===== config.mk =====
export PLATFORM = sky130hd
export DESIGN_NAME = lampfpu_sqrt_sched
export DESIGN_NICKNAME = d
export VERILOG_FILES = /design/src/rtl/lampfpu_sqrt_sched.sv
export SDC_FILE = /design/constraint.sdc
export NUM_CORES = 1
export LEC_CHECK = 0
export ABC_CLOCK_PERIOD_IN_PS = 2400
export CAP_MARGIN = 25
export CORE_MARGIN = 5
export CORE_UTILIZATION = 40
export DETAILED_ROUTE_END_ITERATION = 10
export DONT_BUFFER_PORTS = 1
export PLACE_DENSITY = 0.56
export SETUP_SLACK_MARGIN = 0.2
export SKIP_LAST_GASP = 1
export SLEW_MARGIN = 20
export SYNTH_ARGS = -nofsm -noshare
export SYNTH_HDL_FRONTEND = slang
export SYNTH_SLANG_ARGS = --single-unit

===== constraint.sdc =====
create_clock -name clk -period 2.4 [get_ports clk]
set_clock_uncertainty 0.05 [all_clocks]
set_input_delay 0.24 -clock clk [delete_from_list [all_inputs] [get_ports clk]]
set_output_delay 0.24 -clock clk [all_outputs]
set_load 0.01 [all_outputs]

===== src/rtl/lampfpu_sqrt_sched.sv =====
// Round-robin front end sharing one lampFPU sqrt/invSqrt unit among NUM_REQ requesters.
// Holds the unit's operands for the whole operation and returns a tagged, back-pressured result.
module lampfpu_sqrt_sched #(
  parameter int NUM_REQ         = 4,
  parameter int MAX_LAT         = 64,
  parameter int LAMP_FLOAT_S_DW = 1,
  parameter int LAMP_FLOAT_E_DW = 8,
  parameter int LAMP_FLOAT_F_DW = 7,
  localparam int IDW            = $clog2(NUM_REQ),
  localparam int SW             = LAMP_FLOAT_S_DW,
  localparam int EW             = LAMP_FLOAT_E_DW,
  localparam int FW             = LAMP_FLOAT_F_DW
) (
  input  logic                      clk,
  input  logic                      rst,
  input  logic [NUM_REQ-1:0]        req_valid_i,
  output logic [NUM_REQ-1:0]        req_ready_o,
  input  logic [NUM_REQ-1:0]        req_inv_i,
  input  logic [NUM_REQ*SW-1:0]     req_s_i,
  input  logic [NUM_REQ*EW-1:0]     req_e_i,
  input  logic [NUM_REQ*(FW+1)-1:0] req_m_i,
  input  logic [NUM_REQ*4-1:0]      req_cls_i,
  output logic                      doSqrt_o,
  output logic                      invSqrt_o,
  output logic [SW-1:0]             signum_op_o,
  output logic [EW-1:0]             extExp_op_o,
  output logic [FW:0]               extMant_op_o,
  output logic                      isZero_op_o,
  output logic                      isInf_op_o,
  output logic                      isSNAN_op_o,
  output logic                      isQNAN_op_o,
  input  logic                      valid_i,
  input  logic [SW-1:0]             s_res_i,
  input  logic [EW-1:0]             e_res_i,
  input  logic [FW-1:0]             f_res_i,
  output logic                      resp_valid_o,
  input  logic                      resp_ready_i,
  output logic [IDW-1:0]            resp_id_o,
  output logic [SW-1:0]             resp_s_o,
  output logic [EW-1:0]             resp_e_o,
  output logic [FW-1:0]             resp_f_o,
  output logic                      resp_err_o,
  output logic                      busy_o
);

  localparam int CW = $clog2(MAX_LAT);

  typedef enum logic [1:0] {
    ST_IDLE,
    ST_BUSY,
    ST_RESP
  } state_t;

  state_t           r_state;
  state_t           w_next_state;
  logic [IDW-1:0]   r_ptr;
  logic [CW-1:0]    r_cnt;

  logic [IDW-1:0]   r_id;
  logic             r_inv;
  logic [SW-1:0]    r_s;
  logic [EW-1:0]    r_e;
  logic [FW:0]      r_m;
  logic [3:0]       r_cls;

  logic [SW-1:0]    r_res_s;
  logic [EW-1:0]    r_res_e;
  logic [FW-1:0]    r_res_f;
  logic             r_res_err;

  logic             w_found;
  logic [IDW-1:0]   w_winner;
  logic [IDW-1:0]   w_idx;
  logic             w_accept;
  logic             w_timeout;
  logic             w_in_busy;
  logic             w_in_resp;

  // Round-robin search starting just after the last winner.
  // NOTE: every signal written in an always_comb gets a default first so no latch is inferred.
  always_comb begin
    w_found  = 1'b0;
    w_winner = '0;
    w_idx    = '0;
    for (int k = 1; k <= NUM_REQ; k++) begin
      w_idx = IDW'((int'(r_ptr) + k) % NUM_REQ);
      if (!w_found && req_valid_i[w_idx]) begin
        w_found  = 1'b1;
        w_winner = w_idx;
      end
    end
  end

  assign w_in_busy = (r_state == ST_BUSY);
  assign w_in_resp = (r_state == ST_RESP);
  assign w_accept  = (r_state == ST_IDLE) && w_found;
  assign w_timeout = (r_cnt == CW'(MAX_LAT - 1));

  always_comb begin
    w_next_state = r_state;
    unique case (r_state)
      ST_IDLE: if (w_found)                w_next_state = ST_BUSY;
      ST_BUSY: if (valid_i || w_timeout)   w_next_state = ST_RESP;
      ST_RESP: if (resp_ready_i)           w_next_state = ST_IDLE;
      default:                             w_next_state = ST_IDLE;
    endcase
  end

  // NOTE: state registers use non-blocking assignments so every flop samples pre-edge values.
  always_ff @(posedge clk or posedge rst) begin
    if (rst) begin
      r_state   <= ST_IDLE;
      r_ptr     <= IDW'(NUM_REQ - 1);
      r_cnt     <= '0;
      r_id      <= '0;
      r_inv     <= 1'b0;
      r_s       <= '0;
      r_e       <= '0;
      r_m       <= '0;
      r_cls     <= '0;
      r_res_s   <= '0;
      r_res_e   <= '0;
      r_res_f   <= '0;
      r_res_err <= 1'b0;
    end else begin
      r_state <= w_next_state;
      unique case (r_state)
        ST_IDLE: begin
          if (w_accept) begin
            r_ptr <= w_winner;
            r_id  <= w_winner;
            r_cnt <= '0;
            r_inv <= req_inv_i[w_winner];
            r_s   <= req_s_i[w_winner*SW +: SW];
            r_e   <= req_e_i[w_winner*EW +: EW];
            r_m   <= req_m_i[w_winner*(FW+1) +: (FW+1)];
            r_cls <= req_cls_i[w_winner*4 +: 4];
          end
        end
        ST_BUSY: begin
          // A result arriving in the timeout cycle still counts as a success.
          if (valid_i) begin
            r_res_s   <= s_res_i;
            r_res_e   <= e_res_i;
            r_res_f   <= f_res_i;
            r_res_err <= 1'b0;
          end else if (w_timeout) begin
            r_res_s   <= '0;
            r_res_e   <= '0;
            r_res_f   <= '0;
            r_res_err <= 1'b1;
          end else begin
            r_cnt <= r_cnt + 1'b1;
          end
        end
        default: ;
      endcase
    end
  end

  // Grant is suppressed while reset is held so every output reads 0 during reset.
  assign req_ready_o  = (w_accept && !rst) ? (NUM_REQ'(1) << w_winner) : '0;

  assign doSqrt_o     = w_in_busy;
  assign invSqrt_o    = w_in_busy & r_inv;
  assign signum_op_o  = w_in_busy ? r_s : '0;
  assign extExp_op_o  = w_in_busy ? r_e : '0;
  assign extMant_op_o = w_in_busy ? r_m : '0;
  assign isZero_op_o  = w_in_busy & r_cls[3];
  assign isInf_op_o   = w_in_busy & r_cls[2];
  assign isSNAN_op_o  = w_in_busy & r_cls[1];
  assign isQNAN_op_o  = w_in_busy & r_cls[0];

  assign resp_valid_o = w_in_resp;
  assign resp_id_o    = w_in_resp ? r_id    : '0;
  assign resp_s_o     = w_in_resp ? r_res_s : '0;
  assign resp_e_o     = w_in_resp ? r_res_e : '0;
  assign resp_f_o     = w_in_resp ? r_res_f : '0;
  assign resp_err_o   = w_in_resp & r_res_err;

  assign busy_o       = (r_state != ST_IDLE);

endmodule


[Word level (Yosys, flattened, before mapping)]
Index checks and enable logic that the tools add are counted.
Word-level totals
  output and inout port bits: 48
  memory bits (read-only): 0
  logic and storage cells: 103
  memory bits (writable): 0
  flip-flop bits (word level): 51
  memories: 0
  bits in latches: 0
Operators by class
  multiplexer cells: 42
  divide/modulo/power cells: 0
  eq/ne operators: 9
  multipliers: 0
  bitwise logic cells: 6
  shifts and indexed selects: 5
  $add $sub $neg: 5
  reductions and logical operators: 18
  order comparisons: 5
Operators by type and width (count)
  $shiftx 32x6->8: 2
  $mux 8: 5
  $mux 7: 3
  $mux 6: 3
  $mux 2: 8
  $shiftx 16x5->4: 1
  $lt 2x3->1 const B: 5
  $mux 1: 15
  $pmux 6 s2: 1
  $bmux 1 s2: 5
  $ne 2x2->1 const B: 5
  $add 6x1->6 const B: 1
  $and 1x1->1: 6
  $eq 6x6->1 const B: 1
  $pmux 2 s3: 1
  $reduce_bool 2->1: 3
  $logic_and 1x1->1: 5
  $add 2x1->2 const B: 2
  $add 2x2->2 const B: 2
  $logic_not 1->1: 4
  $mux 4: 1
  $reduce_and 2->1: 2
  $reduce_and 4->1: 1
  $shiftx 4x3->1: 1
  other kinds (7): 7

[Longest topological paths before layout]
  word-level depth: 16
  gate-level depth with buffers: 7
  mapped depth without buffers: 5

[Worst setup path before layout]
Ideal clock, no wire load.
  path kind: in2out
  start: input port rst
  end: output port req_ready_o[2]
  arrival: 1.677 ns
  setup slack: 0.433 ns
  data required time: 2.110 ns
  cell stages on the path: 2
  cell sequence: inv_1 and3_1
On the way
  word-level cells in the longest chain between the ends: 3
Ends and longest elaborated chain
  from (decl): RTL line 15  | input logic rst,
  $logic_not 1->1: RTL line 162  | assign req_ready_o = (w_accept && !rst) ? (NUM_REQ'(1) << w_winner) : '0;
  $logic_and 1x1->1: RTL line 162
  $mux 4: RTL line 162
  to (decl): RTL line 17  | output logic [NUM_REQ-1:0] req_ready_o,
Every way passes these cells.

[Final worst setup path]
  start: register r_ptr[0]
  end: output port req_ready_o[3]
On the way
  word-level cells in the longest chain between the ends: 16
  elaborated cells between the ends (all ways): 30
  those cells by class: 4 x add/sub; 1 x shift; 17 x mux; 8 x reduce/logical
Ends and longest elaborated chain
  from (decl): RTL line 56  | logic [IDW-1:0] r_ptr;
  from (signal assigned): RTL line 113  | r_ptr <= IDW'(NUM_REQ - 1);
  from (signal assigned): RTL line 130  | r_ptr <= w_winner;
  $add 2x1->2: RTL line 86  | w_idx = IDW'((int'(r_ptr) + k) % NUM_REQ);
  $bmux 1 s2: RTL line 87  | if (!w_found && req_valid_i[w_idx]) begin
  $mux 1 (not written as such): RTL line 87
  $mux 1: RTL line 87
  $logic_not 1->1: RTL line 87
  $logic_and 1x1->1: RTL line 87
  $mux 1: RTL line 87
  $logic_not 1->1: RTL line 87
  $logic_and 1x1->1: RTL line 87
  $mux 1: RTL line 87
  $logic_not 1->1: RTL line 87
  $logic_and 1x1->1: RTL line 87
  $mux 1: RTL line 87
  $logic_and 1x1->1: RTL line 96  | assign w_accept = (r_state == ST_IDLE) && w_found;
  $logic_and 1x1->1: RTL line 162
  $mux 4 *: RTL line 162
Every way passes the cells marked *; elsewhere a longest branch is shown, timed or not. The select of a mux whose other input is x is not followed.

==> flow_summary_export.csv <==
group,metric,value,unit
run_status,status,"finished, final reports clean",
critical_path,start_kind,"flip-flop",
layout,layout-drive-gt1-share,0.216,
logic_synthesis,avgSynthCellArea,9.28,um2
layout,multi_input_area,1820,um2
die,fp.dieH,100,um
layout,nNetsFinal,473,
logic_synthesis,ys_ff_latch,51,
clock_tree,cts_buffers,5,
logic_synthesis,ys_seq_area_frac,0.392,
die,core,8090,um2
logic_synthesis,synth_warnings,0,
layout,n_fill_cell,812,
grt,grt_usage,0.195,
pwr,leakagePower,1.48,nW
sta,fmax,465,MHz
die,initial_core_util,0.404,
clock_tree,root_buffer,"clkbuf_8",
logic_synthesis,synth_edf_count,0,
die,die-area,10100,um2
logic_synthesis,synth_cells,352,
logic_synthesis,async_flop_share,1.00,
die,row_count,33,
critical_path,path_cells,"and2b_2, o311ai_4, nand2_1, nor3_2, buf_4",
logic_synthesis,synth_nets,465,
critical_path,startpoint,"r_ptr[0]$_DFFE_PP1P_",
logic_synthesis,synthFlopType,"dfrtp_1",
sta,period_share,0.896,
clock_tree,cts_sinks,51,
layout,area_growth,11.5,%
critical_path,arrival,1.86,ns
min_path,min-delay-start,"e_res_i[7]",
clock_tree,clock_latency,0.30,ns
sta,rsz0062_at_grt,"true",
clock_tree,cts_tree,"yes",
drt,dr.first_iter.drc_count,111,
logic_synthesis,netlist_area,3270,um2
critical_path,cpPeakStageDelay,0.59,ns
sta,hold_violations,0,
sta,setup-tns-final,0,ns
drt,vias,2805,
grt,grt_pass1_vias,2894,
pwr,finalPower,0.00477,W
layout,n_antenna_cell,0,
pwr,worst_ir_drop_vdd,0.486,mV
sta,worst_hold_slack,0.0206,ns
critical_path,worstPathRequired,2.11,ns
sta,worst_pin_slew,0.564,ns
sta,final-setup-viol-count,0,
critical_path,path_class,"reg -> out",
drt,remaining_drc_errors,0,
placed_design,place.gp.congestion,0.844,
grt,grt_first_pass_wirelength,15.5,mm
critical_path,worstRegToRegCells,6,
clock_tree,clk_path_buf_depth,2,
critical_path,path_buf_inv,1,
drt,wl_per_cell,22.0,um
clock_tree,clk_pin_slew_worst_paths,0.10,ns
sta,finalCriticalPeriod,2.15,ns
run,maxCapViolations,0,
clock_tree,htreeDepth,2,
drt,routed_wl,10.3,mm
drt,drt_first_pass_iters,4,
logic_synthesis,ys_types,44,
critical_path,r2r_end,"r_cls[0]$_DFFE_PP0P_",
grt,antenna_found_initial,0,
critical_path,crit_slowest_cell,"dfstp_2",
placed_design,hpwl,7.17,mm
drt,postRouteAntennaNets,0,
layout,regArea,1280,um2
critical_path,cp_top_family,"flip-flops",
placed_design,port_buffers,0,
grt,grt_max_degree,38,
min_path,worstHoldPathType,"in -> reg",
sta,slew_headroom,0.621,
critical_path,worstSetupEndpointType,"output pin",
drt,vias_per_cell,6.02,
min_path,min_to,"r_res_e[7]$_DFFE_PP0P_",
die,die_w,100,um
die,io_pins,160,
grt,grt-ovfl-total,0,
critical_path,crit_fanout,6,
sta,finalMaxSlewViolations,0,
critical_path,r2r_setup_slack,0.42,ns
critical_path,rr_startpoint,"r_ptr[1]$_DFFE_PP1P_",
min_path,worstHoldPathCells,1,
pwr,cellPowerDensity,1310,nW/um2
-- per-layer routing --
metal / global-route usage / wire [um] / up-vias
li1: - / - / 1296
met1: 0.236 / 4010 / 1356
met2: 0.345 / 5250 / 141
met3: 0.0500 / 845 / 12
met4: 0.0477 / 164 / 0
met5: 0 / 0 / -
-- kinds of logic after synthesis --
| logic type | Yosys count | share of synthesized area |
|---|---|---|
| and+or+nand+nor | 150 | 0.252 |
| AOI/OAI and AO/OA | 112 | 0.293 |
| buffers and inverters | 38 | 0.0586 |
| adders and majority gates | 1 | 0.00383 |
| DFF | 51 | 0.392 |
-- flip-flops by register name, indices dropped and copies added, names as in the netlist --
register,flops
r_e,8
r_m,8
r_res_e,8
r_res_f,7
r_cnt,6
r_cls,4
r_id,2
r_ptr,2
r_state,2
r_inv,1
r_res_err,1
r_res_s,1
r_s,1
-- cell usage after synthesis (3+ instances only) --
cell       n  area (um2)
buf_2      8        40.0
nor3_1     4        20.0
nor2b_1    4        25.0
o21ai_1    5        25.0
a221oi_2  20         300
nand3_1   27         135
a31oi_1   23         144
a21o_1     3        22.5
a22o_1    17         149
o21ai_0   26         130
a21oi_1    5        25.0
dfrtp_1   49        1230
buf_6      3        33.8
buf_4      4        30.0
and2_1    63         394
o31ai_1    3        22.5
clkbuf_1  15        56.3
nand2_1    8        30.0
inv_1      7        26.3
nor2_1    29         109
-- worst register-to-register path, stage by stage, from the launching register on --
cell	delay, ns
dfstp_2	0.61
buf_4	0.14
nor2_1	0.04
a311o_2	0.42
buf_4	0.22
a221oi_2	0.27
a31oi_1	0.12
-- cells in the final DEF, fill, tap and decap left out, drive strengths merged, types with 4 or more instances in the layout --
cell and count:
a221oi 22, nor2b 4, buf 30, o21ai 31, and2 63, a31oi 23, nand2 8, dfrtp 49
a22o 17, inv 7, a21oi 5, clkbuf 5, nand3 27, nor3 5, nor2 30
-- stage by stage --
step / utilization / std cells / instance area [um2] / setup WS, ns
final: 0.450 / 466 / 3640 / 0.249
after global routing: 0.450 / 466 / 3640 / 0.154
after CTS: 0.438 / 454 / 3540 / 0.213
after detailed placement: 0.418 / 444 / 3380 / 0.248
after global placement: 0.418 / 444 / 3380 / 0.266
after floorplan: - / 352 / 3270 / 0.433
-- worst max path at each step --
stage	to	slack (ns)	cells after the start
detailed placement	r_m[6]$_DFFE_PP0P_	0.25	5
finish	req_ready_o[3]	0.25	5
global placement	req_ready_o[0]	0.27	3
floorplan	req_ready_o[2]	0.43	2
CTS	req_ready_o[3]	0.21	5
global route	req_ready_o[3]	0.15	5
-- timing repair --
item,in CTS,in global routing
pin swaps,0,1
gates resized for setup,4,2
setup endpoints to repair,3,3
endpoints found under the hold margin,12,0
hold buffers,1,0
buffers inserted,0,12
gates cloned,1,0
-- power by group --
group	total, W	internal (W)	switching, W
logic	0.00257	0.00108	0.00149
registers	0.00148	0.00126	0.000218
clock network	0.000717	0.000416	0.000301
total	0.00477	0.00276	0.00201
-- layout make-up --
type,instances,area share
clock buffer,5,0.0189
clock inverter,3,0.0186
inverter,7,0.00722
multi-input combinational,264,0.500
sequential,51,0.351
tap,105,0.0361
timing repair buffer,31,0.0680
Note: power is estimated with default switching activity, not from simulation.
==> edit: new RTL, config.mk and constraints unchanged <==
Reset style: synchronous (`rst`), changed in one clocked block.
--- a/src/rtl/lampfpu_sqrt_sched.sv
+++ b/src/rtl/lampfpu_sqrt_sched.sv
@@ -109,3 +109,3 @@
   // NOTE: state registers use non-blocking assignments so every flop samples pre-edge values.
-  always_ff @(posedge clk or posedge rst) begin
+  always_ff @(posedge clk) begin
     if (rst) begin
Formal check against the unedited RTL: differs if rst is asserted again (counterexample within 4 cycles, from zero or initial values and one cycle with rst high); with rst held inactive, the same outputs for 4 cycles.
==> edit against the unedited design <==
  * Sequential share of layout area shrank 0.46 points
  * Wire length shrank 35%
  * Worst hold slack gained 13 ps
  * Worst setup slack gained 80 ps
  * Design area shrank 19%
  * Cell count shrank 18%
  * Register-to-register slack gained 250 ps
  * Count of clock-buffer cells in the layout grew 1
  * Synthesized area shrank 17%
  * Sequential cell count is the same
  * First-iteration DRC count shrank 30%
Power is not compared: it rests on default switching activity, and its combinational part moved more than twofold at a synthesized area within 25%.
==> edit: results (changes against the unedited design) <==
- The non-clock inverter total of the final layout came to 4 (-3).
- The worst setup slack for register-to-register paths was 670 ps (+250 ps).
- In this run the worst setup path begins at r_state[1].
- The maximum fanout encountered on the critical timing path came to 24 (+18).
- The flow ran to the end, and the final reports show no timing, DRC or antenna violations.
- The delay of the slowest cell on the worst path is 330 ps (-260 ps).
- The final estimated routing congestion in global placement came to 0.831 (-1.5%).
- The count of placed standard cells including taps is 374 (-16%).
- The met2 track utilization from global routing came to 25.4% (-9.0 points).
- The share of synthesized flip-flops with an asynchronous set or reset is 0% (-100 points).
- The complex-gate fraction of the synthesized area is 15.6% (-14 points).
- The synthesized-area fraction occupied by xor and xnor cells came to 0.966% (+0.97 points).
- The transition time at the pin with the least slew margin came to 939 ps (+376 ps).
- The violation count after the first detailed-route iteration was 78 (-30%).
- The multi-input gate share of the layout cell area is 53.5% (+3.5 points).
- The number of fill cells is 659 (-19%).
- The average wire per cell in the routed design came to 17.5 µm (-21%).
- The net count of the mapped netlist is 423 (-9.0%).
- The post-synthesis adder-cell area fraction came to 0.460% (+0.077 points).
- The met1 global-route usage was 18.1% (-5.5 points).
- The placement-stage cell area is 0.00278 mm² (-18%).
- The combined global-route utilization of all metal layers is 15.2% (-4.3 points).
- The pin count of the biggest net entering global routing was 37 (-2.6%).
- The share of the final layout cell area in sequential cells is 34.7% (-0.46 points).
- The number of resized instances in the post-cts repair step is 3 (-1).
- The endpoint identified for the worst register-to-register timing path is r_e[0].
- The area share of buffers outside the clock network is 3.44% (-3.4 points).
- The post-synthesis area per instance is 8.77 µm² (-5.4%).
- The worst setup slack after placement is 457 ps (+208 ps).
- The post-layout instance count excluding filler cells was 384 (-18%).
- The share of the yosys chip area belonging to registers came to 37.5% (-1.6 points).
- The share of post-route cells with drive strength above 1 is 7.89% (-14 points).
- The global routing usage on met3 is 5.36% (+0.36 points).
- The area overhead of the layout relative to synthesis is 8.42%.
- The number of search-and-repair iterations in the first detailed-routing pass is 5 (+1).
- The portion of netlist area occupied by mux cells is 16.9% (+17 points).
- The signal arrival time at the worst endpoint came to 1780 ps (-80 ps).
- The maximum frequency from static timing analysis was 0.483 GHz (+3.9%).
- The via count of the first global-routing pass is 2126 (-27%).
- The layout net count is 416 (-12%).
- The tapcell count is 80 (-24%).
- For this run, the leading register cell type out of synthesis is sky130_fd_sc_hd__dfxtp_1.
- The count of non-CTS buffers in the layout is 10 (-68%).
- The number of vias in the routed layout is 2224 (-21%).
- The detailed placement HPWL is 5.06 mm (-29%).
- The fraction of area in clock buffers and inverters came to 4.50% (+0.75 points).
- The cell depth of the worst hold path was 2 (+1).
- The number of clock buffer instances in the layout came to 6 (+1).
- The count of multi-input combinational gates is 231 (-13%).
==> edit: changes by cell type in the layout (fill, tap and decap cells not counted), sizes merged, moves of 21 or more <==
| cell | unedited run | this run |
|---|---|---|
| o21ai | 31 | 3 |
| and2 | 63 | 42 |
| buf | 30 | 9 |
| nand3 | 27 | 3 |
| nand2 | 8 | 30 |
| o221ai | 0 | 22 |
| dfxtp | 0 | 51 |
| a31oi | 23 | 0 |
| mux2i | 0 | 46 |
| dfrtp | 49 | 0 |
| a221oi | 22 | 0 |
==> edit: worst min-delay path by stage <==
stage                     startpoint  slack (ps)         end
after detailed placement         rst         260  r_state[1]
after CTS                 e_res_i[7]          30  r_res_e[7]
final                     e_res_i[7]          30  r_res_e[7]
after global placement           rst         260    r_cnt[1]
after floorplan           e_res_i[0]         340  r_res_e[0]
after global routing      e_res_i[3]          20  r_res_e[3]
